--- src/rtl/encrypt_5b_pkg.sv ---
// Shared definitions for the lab-5 encryptor and decryptor: FSM states,
// LFSR tap patterns and the preamble character.
package enc_pkg;

    typedef enum logic [1:0] {
        IDLE,
        LOAD,
        RUN,
        DONE
    } state_t;

    localparam logic [5:0] LFSR_PTRN [6] = '{6'h21, 6'h2D, 6'h30, 6'h33, 6'h36, 6'h39};
    localparam logic [7:0] PREAMBLE_CHAR = 8'h5f;

    // Out-of-range selectors fall back to the first pattern.
    function automatic logic [5:0] tap_lookup(input logic [2:0] sel);
        case (sel)
            3'd1:    return LFSR_PTRN[1];
            3'd2:    return LFSR_PTRN[2];
            3'd3:    return LFSR_PTRN[3];
            3'd4:    return LFSR_PTRN[4];
            3'd5:    return LFSR_PTRN[5];
            default: return LFSR_PTRN[0];
        endcase
    endfunction

endpackage

--- src/rtl/encrypt_5b_if.sv ---
// Data-memory bus between the encryptor (master) and the memory (slave).
interface encrypt_5b_if;

    logic [7:0] raddr;
    logic [7:0] data_out;
    logic [7:0] waddr;
    logic [7:0] data_in;
    logic       wr_en;

    modport master (output raddr, waddr, data_in, wr_en, input data_out);
    modport slave  (input raddr, waddr, data_in, wr_en, output data_out);

endinterface

--- src/rtl/encrypt_5b_lfsr6b.sv ---
// 6-bit Fibonacci LFSR: init loads the start value, en advances one step.
module lfsr6b (
    input  logic       clk,
    input  logic       en,
    input  logic       init,
    input  logic [5:0] taps,
    input  logic [5:0] start,
    output logic [5:0] state
);

    always_ff @(posedge clk) begin
        if (init) begin
            state <= start;
        end else if (en) begin
            state <= {state[4:0], ^(state & taps)};
        end
    end

endmodule

--- src/rtl/encrypt_5b.sv ---
// Lab-5 encryptor: prepends a preamble to the plaintext at address 0 and writes
// the LFSR-scrambled ciphertext starting at CT_BASE.
module encrypt_5b
    import enc_pkg::*;
#(
    parameter int unsigned PRE_LEN = 7,
    parameter int unsigned CT_BASE = 64,
    parameter int unsigned CT_LEN  = 64
) (
    input  logic              clk,
    input  logic              init_n,
    input  logic              start,
    input  logic [2:0]        tap_sel,
    input  logic [5:0]        seed,
    encrypt_5b_if.master      mem,
    output logic              busy,
    output logic              done
);

    state_t     state, state_nx;
    logic [6:0] k;
    logic [5:0] taps_r;
    logic [5:0] seed_r;
    logic [5:0] lfsr_state;
    logic [7:0] pt;
    logic       accept;

    always_ff @(posedge clk) begin
        if (!init_n) begin
            state  <= IDLE;
            k      <= '0;
            taps_r <= '0;
            seed_r <= '0;
        end else begin
            state <= state_nx;
            k     <= (state == RUN) ? k + 7'd1 : '0;
            if (accept) begin
                taps_r <= tap_lookup(tap_sel);
                // An all-zero seed would lock the LFSR.
                seed_r <= (seed == 6'h00) ? 6'h01 : seed;
            end
        end
    end

    always_comb begin
        state_nx     = state;
        accept       = 1'b0;
        busy         = 1'b0;
        done         = 1'b0;
        pt           = '0;
        mem.raddr    = '0;
        mem.waddr    = '0;
        mem.data_in  = '0;
        mem.wr_en    = 1'b0;
        case (state)
            IDLE, DONE: begin
                done = (state == DONE);
                if (start) begin
                    accept   = 1'b1;
                    state_nx = LOAD;
                end
            end
            LOAD: begin
                busy     = 1'b1;
                state_nx = RUN;
            end
            RUN: begin
                busy      = 1'b1;
                mem.wr_en = 1'b1;
                mem.waddr = 8'(CT_BASE) + 8'(k);
                if (k < 7'(PRE_LEN)) begin
                    pt = PREAMBLE_CHAR;
                end else begin
                    mem.raddr = 8'(k) - 8'(PRE_LEN);
                    pt        = mem.data_out;
                end
                mem.data_in = {pt[7:6], pt[5:0] ^ lfsr_state};
                if (k == 7'(CT_LEN - 1)) begin
                    state_nx = DONE;
                end
            end
            default: state_nx = IDLE;
        endcase
    end

    lfsr6b u_lfsr (
        .clk   (clk),
        .en    (state == RUN),
        .init  (state == LOAD),
        .taps  (taps_r),
        .start (seed_r),
        .state (lfsr_state)
    );

endmodule

--- src/flat_wrapper.sv ---
// flat-port wrapper written by rule: the top's interface ports become plain ports
module encrypt_5b_flat import enc_pkg::*;
#(
    parameter int unsigned PRE_LEN = 7,
    parameter int unsigned CT_BASE = 64,
    parameter int unsigned CT_LEN  = 64
)
  (clk, init_n, start, tap_sel, seed, busy, done, mem_raddr, mem_waddr, mem_data_in, mem_wr_en, mem_data_out);
  encrypt_5b_if mem_i ();
  input  logic clk;
  input  logic init_n;
  input  logic start;
  input  logic [2:0] tap_sel;
  input  logic [5:0] seed;
  output logic busy;
  output logic done;
  output wire logic [$bits(mem_i.raddr)-1:0] mem_raddr;
  output wire logic [$bits(mem_i.waddr)-1:0] mem_waddr;
  output wire logic [$bits(mem_i.data_in)-1:0] mem_data_in;
  output wire logic [$bits(mem_i.wr_en)-1:0] mem_wr_en;
  input wire logic [$bits(mem_i.data_out)-1:0] mem_data_out;
  assign mem_raddr = mem_i.raddr;
  assign mem_waddr = mem_i.waddr;
  assign mem_data_in = mem_i.data_in;
  assign mem_wr_en = mem_i.wr_en;
  assign mem_i.data_out = mem_data_out;
  encrypt_5b #(.PRE_LEN(PRE_LEN), .CT_BASE(CT_BASE), .CT_LEN(CT_LEN)) u_core (.clk(clk), .init_n(init_n), .start(start), .tap_sel(tap_sel), .seed(seed), .mem(mem_i), .busy(busy), .done(done));
endmodule
--- config.mk ---
export PLATFORM = sky130hd
export DESIGN_NAME = encrypt_5b_flat
export DESIGN_NICKNAME = d
export VERILOG_FILES = /design/src/rtl/encrypt_5b_pkg.sv /design/src/rtl/encrypt_5b_if.sv /design/src/rtl/encrypt_5b_lfsr6b.sv /design/src/rtl/encrypt_5b.sv /design/src/flat_wrapper.sv
export SDC_FILE = /design/constraint.sdc
export NUM_CORES = 1
export LEC_CHECK = 0
export ABC_AREA = 1
export CORE_MARGIN = 5
export CORE_UTILIZATION = 55
export CTS_BUF_LIST = sky130_fd_sc_hd__clkbuf_16
export CTS_CLUSTER_SIZE = 28
export DETAILED_ROUTE_END_ITERATION = 10
export DONT_BUFFER_PORTS = 1
export HOLD_SLACK_MARGIN = 0.03
export PLACE_DENSITY = 0.7
export RECOVER_POWER = 50
export SLEW_MARGIN = 20
export SYNTH_ARGS = -nofsm -noshare
export SYNTH_HDL_FRONTEND = slang
export SYNTH_HIERARCHICAL = 1
export SYNTH_SLANG_ARGS = --single-unit
--- constraint.sdc ---
create_clock -name clk -period 2.5 [get_ports clk]
set_input_delay 0.5 -clock clk [delete_from_list [all_inputs] [get_ports clk]]
set_output_delay 0.5 -clock clk [all_outputs]
set_load 0.02 [all_outputs]
==> run_summary.xml <==
<?xml version="1.0" encoding="UTF-8"?>
<metrics>
  <group name="global_route">
    <metric name="grt_util_met3" unit="%">4.51</metric>
    <metric name="met1_usage" unit="%">22.4</metric>
    <metric name="grt_max_degree" unit="">15</metric>
    <metric name="grt_pass1_wl" unit="mm">5.51</metric>
    <metric name="antenna_found_initial" unit="">0</metric>
    <metric name="grt_busiest_layer" unit="">met2</metric>
    <metric name="met2_usage" unit="%">24.6</metric>
    <metric name="grt.total_usage" unit="%">16.3</metric>
    <metric name="first_global_vias" unit="">1264</metric>
    <metric name="gr-total-overflow" unit="">0</metric>
  </group>
  <group name="layout">
    <metric name="multi_input_gate_area_in_the_final_layout" unit="um2">846</metric>
    <metric name="area_growth" unit="%">8.54</metric>
    <metric name="finalInstanceArea" unit="mm2">0.00180</metric>
    <metric name="seqCellArea" unit="um2">601</metric>
    <metric name="final_util" unit="%">60.3</metric>
    <metric name="antenna_cells_inserted" unit="">0</metric>
    <metric name="n_fill_cell" unit="">303</metric>
    <metric name="finalNonFillerCells" unit="">290</metric>
    <metric name="drive_above_1_share" unit="%">12.5</metric>
    <metric name="post_layout_net_count" unit="">283</metric>
  </group>
  <group name="worst_setup_path">
    <metric name="setup.worst_path.start" unit="">u_core/k[0]</metric>
    <metric name="critical_path.reg2reg.endpoint" unit="">u_core/u_lfsr/state[3]</metric>
    <metric name="cp_num_cells" unit="">7</metric>
    <metric name="crit_path_max_incr_delay" unit="ns">0.39</metric>
    <metric name="crit_path_start_kind" unit="">flip-flop</metric>
    <metric name="timing.critical_path.to" unit="">mem_data_in[7]</metric>
    <metric name="cpMaxStageDelayCell" unit="">dfxtp_1</metric>
    <metric name="timing.critical_path.cells" unit="">ha_1 -&gt; nand2_4 -&gt; nand2_4 -&gt; nor2_4 -&gt; nand2_4 -&gt; nand2_1 -&gt; nor2_1</metric>
    <metric name="worst_ep_arrival_time" unit="ns">1.81</metric>
    <metric name="worstPathRequired" unit="ns">2.00</metric>
    <metric name="critical-path-top-delay-family" unit="">simple AND/OR/NAND/NOR gates</metric>
    <metric name="setup.worst_path.end_class" unit="">output port</metric>
    <metric name="regToRegStartpoint" unit="">u_core/state[0]</metric>
    <metric name="setup.worst_path.class" unit="">flip-flop to output port</metric>
    <metric name="cpMostUsedCell" unit="">nand2_4</metric>
    <metric name="rr_worst_depth" unit="">4</metric>
    <metric name="critPathBufInv" unit="">0</metric>
    <metric name="cp_max_fo" unit="">14</metric>
    <metric name="setup.reg_to_reg.worst_slack" unit="ns">0.83</metric>
  </group>
  <group name="power">
    <metric name="switching_power" unit="mW">0.650</metric>
    <metric name="cellPowerDensity" unit="mW/mm2">928</metric>
    <metric name="pwr-share-comb" unit="%">35.8</metric>
    <metric name="power.total" unit="mW">1.67</metric>
    <metric name="p_seq_share" unit="%">43.3</metric>
    <metric name="power.static_leakage" unit="nW">0.941</metric>
    <metric name="clock_power_share" unit="%">20.9</metric>
    <metric name="vdd_drop_max" unit="uV">656</metric>
    <metric name="power.internal" unit="mW">1.02</metric>
    <metric name="p_sw_share" unit="%">39.0</metric>
  </group>
  <group name="placement">
    <metric name="port-buffer-count" unit="">0</metric>
    <metric name="dp_slack" unit="ns">0.471</metric>
    <metric name="post-place-cells" unit="">286</metric>
    <metric name="placed_cell_area" unit="mm2">0.00172</metric>
    <metric name="finalWeightedCongestion" unit="">0.787</metric>
    <metric name="dp_hpwl" unit="mm">2.56</metric>
  </group>
  <group name="floorplanning">
    <metric name="starting_density_of_the_core" unit="%">55.6</metric>
    <metric name="floorplan.rows" unit="">20</metric>
    <metric name="num_io_pins" unit="">47</metric>
    <metric name="fp.dieArea" unit="mm2">0.00421</metric>
    <metric name="die-width" unit="um">64.9</metric>
    <metric name="die-height" unit="um">64.9</metric>
    <metric name="coreArea" unit="mm2">0.00298</metric>
  </group>
  <group name="detailed_routing">
    <metric name="ant_nets" unit="">0</metric>
    <metric name="drt-pass1-iter-count" unit="">4</metric>
    <metric name="drt_first_iter_violations" unit="">57</metric>
    <metric name="final_wirelength" unit="mm">3.18</metric>
    <metric name="wl_cell" unit="um">10.9</metric>
    <metric name="total_via_count_in_the_routed_design" unit="">1433</metric>
    <metric name="via_per_inst" unit="">4.94</metric>
    <metric name="drc" unit="">0</metric>
  </group>
  <group name="yosys">
    <metric name="yosysSeqAreaShare" unit="%">36.3</metric>
    <metric name="syn-mean-instance-area" unit="um2">6.65</metric>
    <metric name="most_common_cell_in_the_netlist" unit="">nand2_1</metric>
    <metric name="synth_top_cell_by_area" unit="">dfxtp_1</metric>
    <metric name="synthesis.nets" unit="">274</metric>
    <metric name="cell_variety_after_synth" unit="">26</metric>
    <metric name="synth.yosys.warnings" unit="">6</metric>
    <metric name="postSynthCellCount" unit="">249</metric>
    <metric name="synth.cells.most_frequent" unit="">nand2_1 (67), nor2_1 (41), inv_1 (36), dfxtp_1 (21), a21oi_1 (18)</metric>
    <metric name="synth_ff_type" unit="">dfxtp_1</metric>
    <metric name="synth_enable_flop_cells" unit="">6</metric>
    <metric name="asyncSetResetFlopFracSynth" unit="%">0</metric>
    <metric name="synth_largest_type_area_fraction" unit="%">25.4</metric>
    <metric name="synth_area" unit="mm2">0.00166</metric>
    <metric name="netlist_top_cells_area" unit="">dfxtp_1 (25%), nand2_1 (15%), edfxtp_1 (11%)</metric>
    <metric name="synth.ff_latch_count" unit="">27</metric>
  </group>
  <group name="cts">
    <metric name="ctsHtreeMaxLevel" unit="">1</metric>
    <metric name="cts_tree" unit="">done</metric>
    <metric name="tritoncts_buffers" unit="">3</metric>
    <metric name="post_cts_hold_buffers" unit="">0</metric>
    <metric name="post-cts-setup-buffer-count" unit="">0</metric>
    <metric name="insertion_delay" unit="ns">0.26</metric>
    <metric name="tritoncts_num_sinks" unit="">27</metric>
    <metric name="clock_tree.root_cell" unit="">clkbuf_16</metric>
    <metric name="cts_resized" unit="">0</metric>
    <metric name="clkSlewWorstSetupHoldPaths" unit="ns">0.06</metric>
    <metric name="cts-root-to-sink-buffers" unit="">2</metric>
  </group>
  <group name="sta">
    <metric name="worst-slew-pin-transition" unit="ns">0.480</metric>
    <metric name="fmax" unit="MHz">433</metric>
    <metric name="hold_violations" unit="">0</metric>
    <metric name="slew_violations" unit="">0</metric>
    <metric name="worst_path_setup_slack_after_routing" unit="ns">0.189</metric>
    <metric name="fin_hold_ws" unit="ns">0.374</metric>
    <metric name="timing.slew.headroom" unit="%">68.1</metric>
    <metric name="fin_skew" unit="ns">0.00260</metric>
    <metric name="final.period_utilization" unit="%">92.4</metric>
    <metric name="unrepaired_setup_endpoints_after_global_routing" unit="">false</metric>
    <metric name="period_minus_slack" unit="ns">2.31</metric>
    <metric name="setup_total_negative_slack" unit="ns">0</metric>
    <metric name="setup-violations-final" unit="">0</metric>
  </group>
  <group name="run_status">
    <metric name="status" unit="">completed</metric>
  </group>
  <group name="min_path">
    <metric name="timing.hold.worst.class" unit="">input pin to flip-flop</metric>
  </group>
  <group name="job">
    <metric name="max_cap_viol_count" unit="">0</metric>
  </group>
</metrics>
==> worst register-to-register path: stages, from the launching register on <==
cell and delay, ns:
dfxtp_1 0.41, inv_1 0.06, ha_1 0.33, buf_4 0.25, or2_2 0.36
==> logic make-up (layout without fill, tap and decap cells) <==
group	count (synthesis)	in the layout	synth area share, %
buf+inv	48	56	12.6
fa+ha+maj	5	5	3.78
compound gates	32	32	9.98
xor+xnor	5	5	2.65
flops	27	27	36.3
simple gates	132	132	34.7
==> worst min path at each step <==
stage	cells after the start	end	slack, ns	start
after floorplan	2	u_core/taps_r[5]	0.44	u_core/taps_r[5]
after global placement	1	u_core/k[0]	0.46	u_core/k[0]
after detailed placement	1	u_core/k[0]	0.46	u_core/k[0]
after CTS	2	u_core/seed_r[3]	0.37	init_n
after global routing	2	u_core/seed_r[0]	0.38	init_n
final	2	u_core/seed_r[1]	0.37	init_n
==> sequential cells by signal, summed over array words and instances, names as in the netlist <==
register             cells
u_core/seed_r            6
u_core/taps_r            6
u_core/state             2
u_core/u_lfsr/state      6
u_core/k                 7
==> cell type report <==
class / instances / share of cell area (%)
clock buffer: 3 / 4.18
clock inverter: 1 / 0.209
inverter: 42 / 8.84
multi-input combinational: 174 / 47.1
sequential: 27 / 33.4
tap: 33 / 2.30
timing repair buffer: 10 / 3.97
==> placed cells by master, fill, tap and decap left out, types with 2 or more instances in the layout <==
| master | count |
|---|---|
| nand2_4 | 3 |
| inv_1 | 37 |
| nand3_2 | 3 |
| xor2_1 | 4 |
| nor2_1 | 41 |
| inv_2 | 5 |
| o21ai_0 | 12 |
| clkbuf_16 | 3 |
| nand3_1 | 9 |
| a21oi_1 | 18 |
| ha_1 | 5 |
| buf_4 | 9 |
| dfxtp_1 | 21 |
| edfxtp_1 | 6 |
| nand2_2 | 4 |
| or2_2 | 2 |
| nand2_1 | 67 |
==> routing by layer <==
metal / vias up / share of wire, %
met5: - / 0
met4: 0 / 1.1
met3: 4 / 7.6
met2: 45 / 40
met1: 611 / 51
li1: 773 / -
==> power groups by stage <==
| stage | Combinational, mW | Clock, mW | Sequential (mW) |
|---|---|---|---|
| finish | 0.596 | 0.349 | 0.722 |
| global route | 0.702 | 0.381 | 0.737 |
| CTS | 0.606 | 0.356 | 0.722 |
| detailed placement | 0.602 | 0 | 0.730 |
| global placement | 0.595 | 0 | 0.727 |
| floorplan | 0.517 | 0 | 0.693 |
No activity file was read; power rests on OpenSTA's default activity.
